[src/rtl/hilo_muldiv_seq.sv]
// hilo_muldiv_seq: multi-cycle MULT/MULTU/DIV/DIVU sequencer owning the HI/LO accumulator.
// Optional MULDIV_DIVZERO_EARLY_EN: divide by zero skips the iteration and raises DivByZero.
module hilo_muldiv_seq #(
    parameter int ITER = 32
) (
    input  logic            Clock,
    input  logic            Reset,
    input  logic            Start,
    input  logic [1:0]      Op,
    input  logic [ITER-1:0] A,
    input  logic [ITER-1:0] B,
    input  logic            HiWe,
    input  logic            LoWe,
    input  logic [ITER-1:0] WrData,
    output logic            Busy,
    output logic            Done,
    output logic [ITER-1:0] Hi,
    output logic [ITER-1:0] Lo,
    output logic            DivByZero
);
`ifdef MULDIV_DIVZERO_EARLY_EN
    localparam bit EARLY = 1'b1;
`else
    localparam bit EARLY = 1'b0;
`endif
    localparam int CW = $clog2(ITER);
    typedef enum logic [1:0] {IDLE, RUN, FIX, DONE} state_t;
    state_t state, state_nx;
    logic [CW-1:0] cnt;
    logic [1:0] op;
    logic sign_a, sign_b, dz, dz_flag, in_signed, in_dz, ge, flip;
    logic [ITER-1:0] a_raw, bm, a_mag, b_mag, hi_fix, lo_fix;
    logic [2*ITER-1:0] acc, acc_step, acc_neg;
    logic [ITER:0] msum, rsh;

    assign in_signed = ~Op[0];
    assign in_dz = Op[1] && B == '0;
    assign a_mag = (in_signed && A[ITER-1]) ? -A : A;
    assign b_mag = (in_signed && B[ITER-1]) ? -B : B;
    // acc holds {carry-free product} for multiply and {rem, quo} for divide
    assign msum = {1'b0, acc[2*ITER-1:ITER]} + (acc[0] ? {1'b0, bm} : '0);
    assign rsh = {acc[2*ITER-1:ITER], acc[ITER-1]};
    assign ge = rsh >= {1'b0, bm};
    assign acc_step = op[1] ? {ge ? rsh[ITER-1:0] - bm : rsh[ITER-1:0], acc[ITER-2:0], ge}
                            : {msum, acc[ITER-1:1]};
    assign acc_neg = -acc;
    assign flip = ~op[0] && (sign_a ^ sign_b);
    // remainder follows the dividend sign; quotient and product follow signA^signB
    assign hi_fix = dz ? a_raw
                  : op[1] ? ((~op[0] && sign_a) ? -acc[2*ITER-1:ITER] : acc[2*ITER-1:ITER])
                  : (flip ? acc_neg[2*ITER-1:ITER] : acc[2*ITER-1:ITER]);
    assign lo_fix = dz ? '1 : flip ? acc_neg[ITER-1:0] : acc[ITER-1:0];
    assign DivByZero = dz_flag;

    always_comb begin
        state_nx = state;
        Busy = state == RUN || state == FIX;
        Done = state == DONE;
        if (state == IDLE) state_nx = Start ? ((EARLY && in_dz) ? FIX : RUN) : IDLE;
        else if (state == RUN) state_nx = (cnt == CW'(ITER - 1)) ? FIX : RUN;
        else state_nx = (state == FIX) ? DONE : IDLE;
    end

    always_ff @(posedge Clock) begin
        if (Reset) begin
            state <= IDLE;
            cnt <= '0;
            Hi <= '0;
            Lo <= '0;
            dz_flag <= 1'b0;
        end else begin
            state <= state_nx;
            if (state == IDLE && Start) begin
                op <= Op;
                sign_a <= in_signed && A[ITER-1];
                sign_b <= in_signed && B[ITER-1];
                a_raw <= A;
                bm <= b_mag;
                acc <= {{ITER{1'b0}}, a_mag};
                dz <= in_dz;
                cnt <= '0;
                dz_flag <= 1'b0;
            end else if (state == IDLE) begin
                if (HiWe) Hi <= WrData;
                if (LoWe) Lo <= WrData;
            end
            if (state == RUN) begin
                acc <= acc_step;
                cnt <= cnt + 1'b1;
            end
            if (state == FIX) begin
                Hi <= hi_fix;
                Lo <= lo_fix;
                dz_flag <= EARLY && dz;
            end
        end
    end
endmodule
[config.mk]
export PLATFORM = sky130hd
export DESIGN_NAME = hilo_muldiv_seq
export DESIGN_NICKNAME = d
export VERILOG_FILES = /design/src/rtl/hilo_muldiv_seq.sv
export SDC_FILE = /design/constraint.sdc
export NUM_CORES = 1
export LEC_CHECK = 0
export BUFFER_PORTS_ARGS = -buffer_cell sky130_fd_sc_hd__buf_4
export CELL_PAD_IN_SITES_DETAIL_PLACEMENT = 1
export CELL_PAD_IN_SITES_GLOBAL_PLACEMENT = 1
export CORE_MARGIN = 8
export CORE_UTILIZATION = 46
export DETAILED_ROUTE_END_ITERATION = 6
export PLACE_DENSITY_LB_ADDON = 0.08
export SYNTH_ARGS = -nofsm -noshare
export SYNTH_HDL_FRONTEND = slang
export SYNTH_SLANG_ARGS = --single-unit
[constraint.sdc]
create_clock -name Clock -period 4.65 [get_ports Clock]
set_clock_uncertainty 0.2 [all_clocks]
set_input_delay 0.2325 -clock Clock [delete_from_list [all_inputs] [get_ports Clock]]
set_output_delay 0.2325 -clock Clock [all_outputs]
set_load 0.05 [all_outputs]
==> qor_table.md <==
| Stage | Item | Reported |
| --- | --- | --- |
| synthesis | Sequential area share after synthesis | 36.2% |
| cells and area | Growth of design area from synthesis to finish | 23.5% |
| floorplanning | DIE AREA | 0.0385 mm^2 |
| cells and area | Share of final-layout standard cells stronger than drive strength 1 | 12.9% |
| synthesis | Cells taking the most area after synthesis | sky130_fd_sc_hd__edfxtp_1 27%, sky130_fd_sc_hd__dfxtp_1 9.5%, sky130_fd_sc_hd__ha_1 6.2% |
| clocking | Insertion delay to the later sink of the worst-skew pair | 0.54 ns |
| placed design | Cell area after placement | 0.0167 mm^2 |
| worst setup path | Max FO, Critical Path | 29 |
| synthesis | Most frequent cell after synthesis | sky130_fd_sc_hd__nor2_1 |
| synthesis | Gate count of the mapped netlist | 1,710 |
| worst setup path | Required time of the worst setup path | 4.74 ns |
| floorplanning | Floorplan die height | 196 um |
| cells and area | Layout fillers | 3,745 |
| power and ir drop | Internal power component | 3.70 mW |
| synthesis | Dominant cell type by area after synthesis | sky130_fd_sc_hd__edfxtp_1 |
| timing | Relative slew slack | 20.9% |
| routing | DRC | 0 |
| timing | Setup tns final | 0 ns |
| routing | Via density per instance | 6.01 |
| power and ir drop | Power share of the clock group | 33.6% |
| routing | Initial DRC Count | 901 |
| timing | Fin. max-slew vios | 0 |
| cells and area | Nets | 2,120 |
| clocking | Library cell used as clock root buffer | sky130_fd_sc_hd__clkbuf_16 |
| worst hold path | Worst hold-check path type | in -> reg |
| routing | Avg WL per Cell | 23.6 um |
| clocking | Buffers inserted by post-CTS timing repair | 0 |
| synthesis | #FFs+latches synth | 204 |
| cells and area | Utilization after layout | 57.2% |
| synthesis | Cell area after technology mapping | 0.0150 mm^2 |
| synthesis | Share of flip-flops with an asynchronous set or reset after synthesis | 0% |
| worst setup path | Slowest cell on the critical path | sky130_fd_sc_hd__o31ai_1 |
| clocking | Clock buffers created by TritonCTS | 25 |
| floorplanning | Core Box Area | 0.0323 mm^2 |
| timing | Least-Margin Pin Slew | 1.18 ns |
| clocking | Number of H-tree branching levels | 1 |
| flow run | MaxCap Viol Count | 0 |
| cells and area | Cell area after layout | 0.0185 mm^2 |
| global routing | Number of global-route vias before repair | 15,300 |
| floorplanning | Die X | 196 um |
| clocking | Clock tree from TritonCTS | yes |
| routing | Number of nets with antenna violations after routing | 0 |
| floorplanning | Count of pins on the block boundary | 170 |
| global routing | Number of antenna violations at the first check in global routing | 3 |
| synthesis | Top cells by instance count after synthesis | 206 x sky130_fd_sc_hd__nor2_1, 162 x sky130_fd_sc_hd__a21oi_1, 133 x sky130_fd_sc_hd__edfxtp_1 |
| cells and area | Reg area | 0.00542 mm^2 |
| power and ir drop | Sw power | 1.82 mW |
| power and ir drop | Overall power of the completed layout | 5.53 mW |
| timing | Number of endpoints failing setup at the final stage | 0 |
| synthesis | Dominant register cell in the synthesized netlist | sky130_fd_sc_hd__edfxtp_1 |
| synthesis | Number of distinct library cells after synthesis | 77 |
| power and ir drop | Power density relative to cell area | 299 mW/mm^2 |
| routing | Count of TritonRoute iterations in the first routing pass | 5 |
| placed design | Total half-perimeter wirelength after legalization and detailed placement | 40,700 um |
| synthesis | YS warnings | 0 |
| synthesis | Area share of the largest cell type after synthesis | 26.7% |
| global routing | Total congestion overflow | 0 |
| worst setup path | Worst setup SP type | flip-flop |
| placed design | I/O Buffers | 168 |
| worst setup path | Cells along the critical path | clkinv_1, buf_4, nor2_1, ha_1, inv_1, o21ai_0, a2111oi_0, nor3_1, a21oi_1, o31ai_1, a31oi_1, xnor2_1, o221a_2 |
| power and ir drop | Combinational group share of total power | 27.0% |
| floorplanning | Total number of placement rows | 66 |
| routing | Total wire length | 56,800 um |
| global routing | Gr usage total | 28.7% |
| run status | Outcome | finished, final reports clean |
| worst setup path | Category of the worst setup path capture point | flip-flop |
| clocking | Clock transition time at the flip-flop clock pins of the worst setup and hold paths | 0.06 ns |
| synthesis | Syn_area_per_cell | 8.75 um^2 |
| timing | Maximum clock frequency | 229 MHz |
| power and ir drop | Leakage power | 7.41 nW |
| power and ir drop | Largest vdd supply drop | 0.262 mV |
| power and ir drop | Switching part of the total | 33.0% |
| clocking | Number of clock sinks seen by CTS | 204 |
| timing | Clock period minus worst slack | 4.36 ns |
| worst setup path | Highest cell delay on the worst timing path | 0.60 ns |
| placed design | Gp weighted congestion | 0.890 |
| timing | Final hold violation count | 0 |
| power and ir drop | Proportion of power drawn by flip-flops and latches | 39.4% |
| timing | Unrepaired setup endpoints after global routing | no |
| clocking | Number of instances resized during post-cts repair | 0 |
| global routing | Global-route wire length before repair | 87,900 um |
| floorplanning | Initial standard-cell utilization of the core | 46.3% |
| worst setup path | Path type of the worst setup path | reg -> reg |
| timing | Post-route clock period utilization | 93.8% |
| worst setup path | Critical Path AT | 4.45 ns |
| routing | Via Count | 14,400 |
| clocking | CTS Buffer Depth | 3 |
| synthesis | EDFF count, synth | 133 |
| synthesis | Net count after synthesis | 1,889 |
| cells and area | Multi-input logic area | 0.00898 mm^2 |
| global routing | Largest net degree at the start of global routing | 80 |
-- routing by layer --
layer | wire (um) | GRT usage, %
met5 | 0 | 0
met4 | 2040 | 10.2
met3 | 3220 | 4.18
met2 | 27200 | 49.1
met1 | 24300 | 36.3
-- kinds of logic (layout without fill, tap and decap cells) --
group | after synthesis | in the layout | synth area share (%)
fa+ha+maj | 76 | 76 | 6.46
flops | 204 | 204 | 36.2
compound gates | 513 | 513 | 22.4
mux | 47 | 47 | 3.17
other cells | 1 | 4 | 0.0251
simple gates | 542 | 542 | 17.6
xor+xnor | 171 | 171 | 10.0
buf+inv | 156 | 404 | 4.05
-- metrics by stage --
| step | hold WS [ns] | instances | setup WS [ns] |
|---|---|---|---|
| 2_1_floorplan | 0.131 | 1710 | 0.369 |
| 3_3_place_gp | 0.236 | 2250 | 0.682 |
| 3_5_place_dp | 0.240 | 2250 | 0.361 |
| 4_1_cts | 0.00904 | 2400 | 0.343 |
| 5_1_grt | 0.0538 | 2403 | 0.00519 |
| 6_report | 0.0192 | 2403 | 0.286 |
-- flip-flops by register name (all words and copies together) (netlist names) --
signal,flops
op,2
sign_b,1
dz,1
a_raw,32
cnt,5
bm,32
acc,64
sign_a,1
Hi,32
state,2
Lo,32
-- power groups by stage --
stage	clock, mW	combinational, mW	sequential (mW)
2_1_floorplan	0	0.847	2.27
3_3_place_gp	0	1.36	2.21
3_5_place_dp	0	1.38	2.21
4_1_cts	1.87	1.47	2.18
5_1_grt	1.92	1.62	2.19
6_report	1.85	1.49	2.18
-- critical path, delay by kind of cell (launching register included) --
kind / cells / cell delay, ns
simple gates: 2 / 0.55
compound gates: 6 / 1.82
fa+ha+maj: 1 / 0.33
flops: 1 / 0.46
buf+inv: 3 / 0.58
xor+xnor: 1 / 0.16
-- worst paths after layout --
check	start	end	slack (ns)	cells after the start
min	B[1]	bm[1]$_DFFE_PP_	0.02	3
max	acc[0]$_DFFE_PP_	acc[45]$_SDFFCE_PN0P_	0.29	13
max reg2reg	acc[0]$_DFFE_PP_	acc[45]$_SDFFCE_PN0P_	0.29	13
min reg2reg	a_raw[25]$_DFFE_PP_	Hi[25]$_SDFFE_PP0P_	0.31	2
-- layout by cell type, fill, tap and decap left out, types with 16 or more instances in the layout --
| cell type | count |
|---|---|
| sky130_fd_sc_hd__nand2_1 | 112 |
| sky130_fd_sc_hd__dlygate4sd3_1 | 106 |
| sky130_fd_sc_hd__buf_4 | 189 |
| sky130_fd_sc_hd__edfxtp_1 | 133 |
| sky130_fd_sc_hd__nor2_1 | 204 |
| sky130_fd_sc_hd__dfxtp_1 | 71 |
| sky130_fd_sc_hd__xor2_1 | 82 |
| sky130_fd_sc_hd__nand3_1 | 20 |
| sky130_fd_sc_hd__a31oi_1 | 16 |
| sky130_fd_sc_hd__o31ai_1 | 26 |
| sky130_fd_sc_hd__and2_1 | 46 |
| sky130_fd_sc_hd__clkbuf_16 | 25 |
| sky130_fd_sc_hd__ha_1 | 72 |
| sky130_fd_sc_hd__xnor2_1 | 89 |
| sky130_fd_sc_hd__mux2i_1 | 44 |
| sky130_fd_sc_hd__a21o_1 | 37 |
| sky130_fd_sc_hd__inv_1 | 61 |
| sky130_fd_sc_hd__a21oi_1 | 161 |
| sky130_fd_sc_hd__o22ai_1 | 18 |
| sky130_fd_sc_hd__nor3_1 | 34 |
| sky130_fd_sc_hd__a211oi_1 | 73 |
| sky130_fd_sc_hd__o21ai_0 | 66 |
-- layout make-up --
| type | count | share of cell area [%] |
|---|---|---|
| tap | 442 | 2.99 |
| timing repair buffer | 298 | 13.8 |
| inverter | 62 | 1.26 |
| sequential | 204 | 29.3 |
| clock buffer | 36 | 3.83 |
| clock inverter | 8 | 0.210 |
| antenna | 3 | 0.0406 |
| multi-input combinational | 1350 | 48.6 |
-- repair_timing --
| action | 4_1_cts | 5_1_grt |
|---|---|---|
| endpoints found under the hold margin | 157 | 0 |
| endpoints found under the setup margin | 0 | 0 |
| hold buffers | 106 | 0 |
No activity file was read; power rests on OpenSTA's default activity.
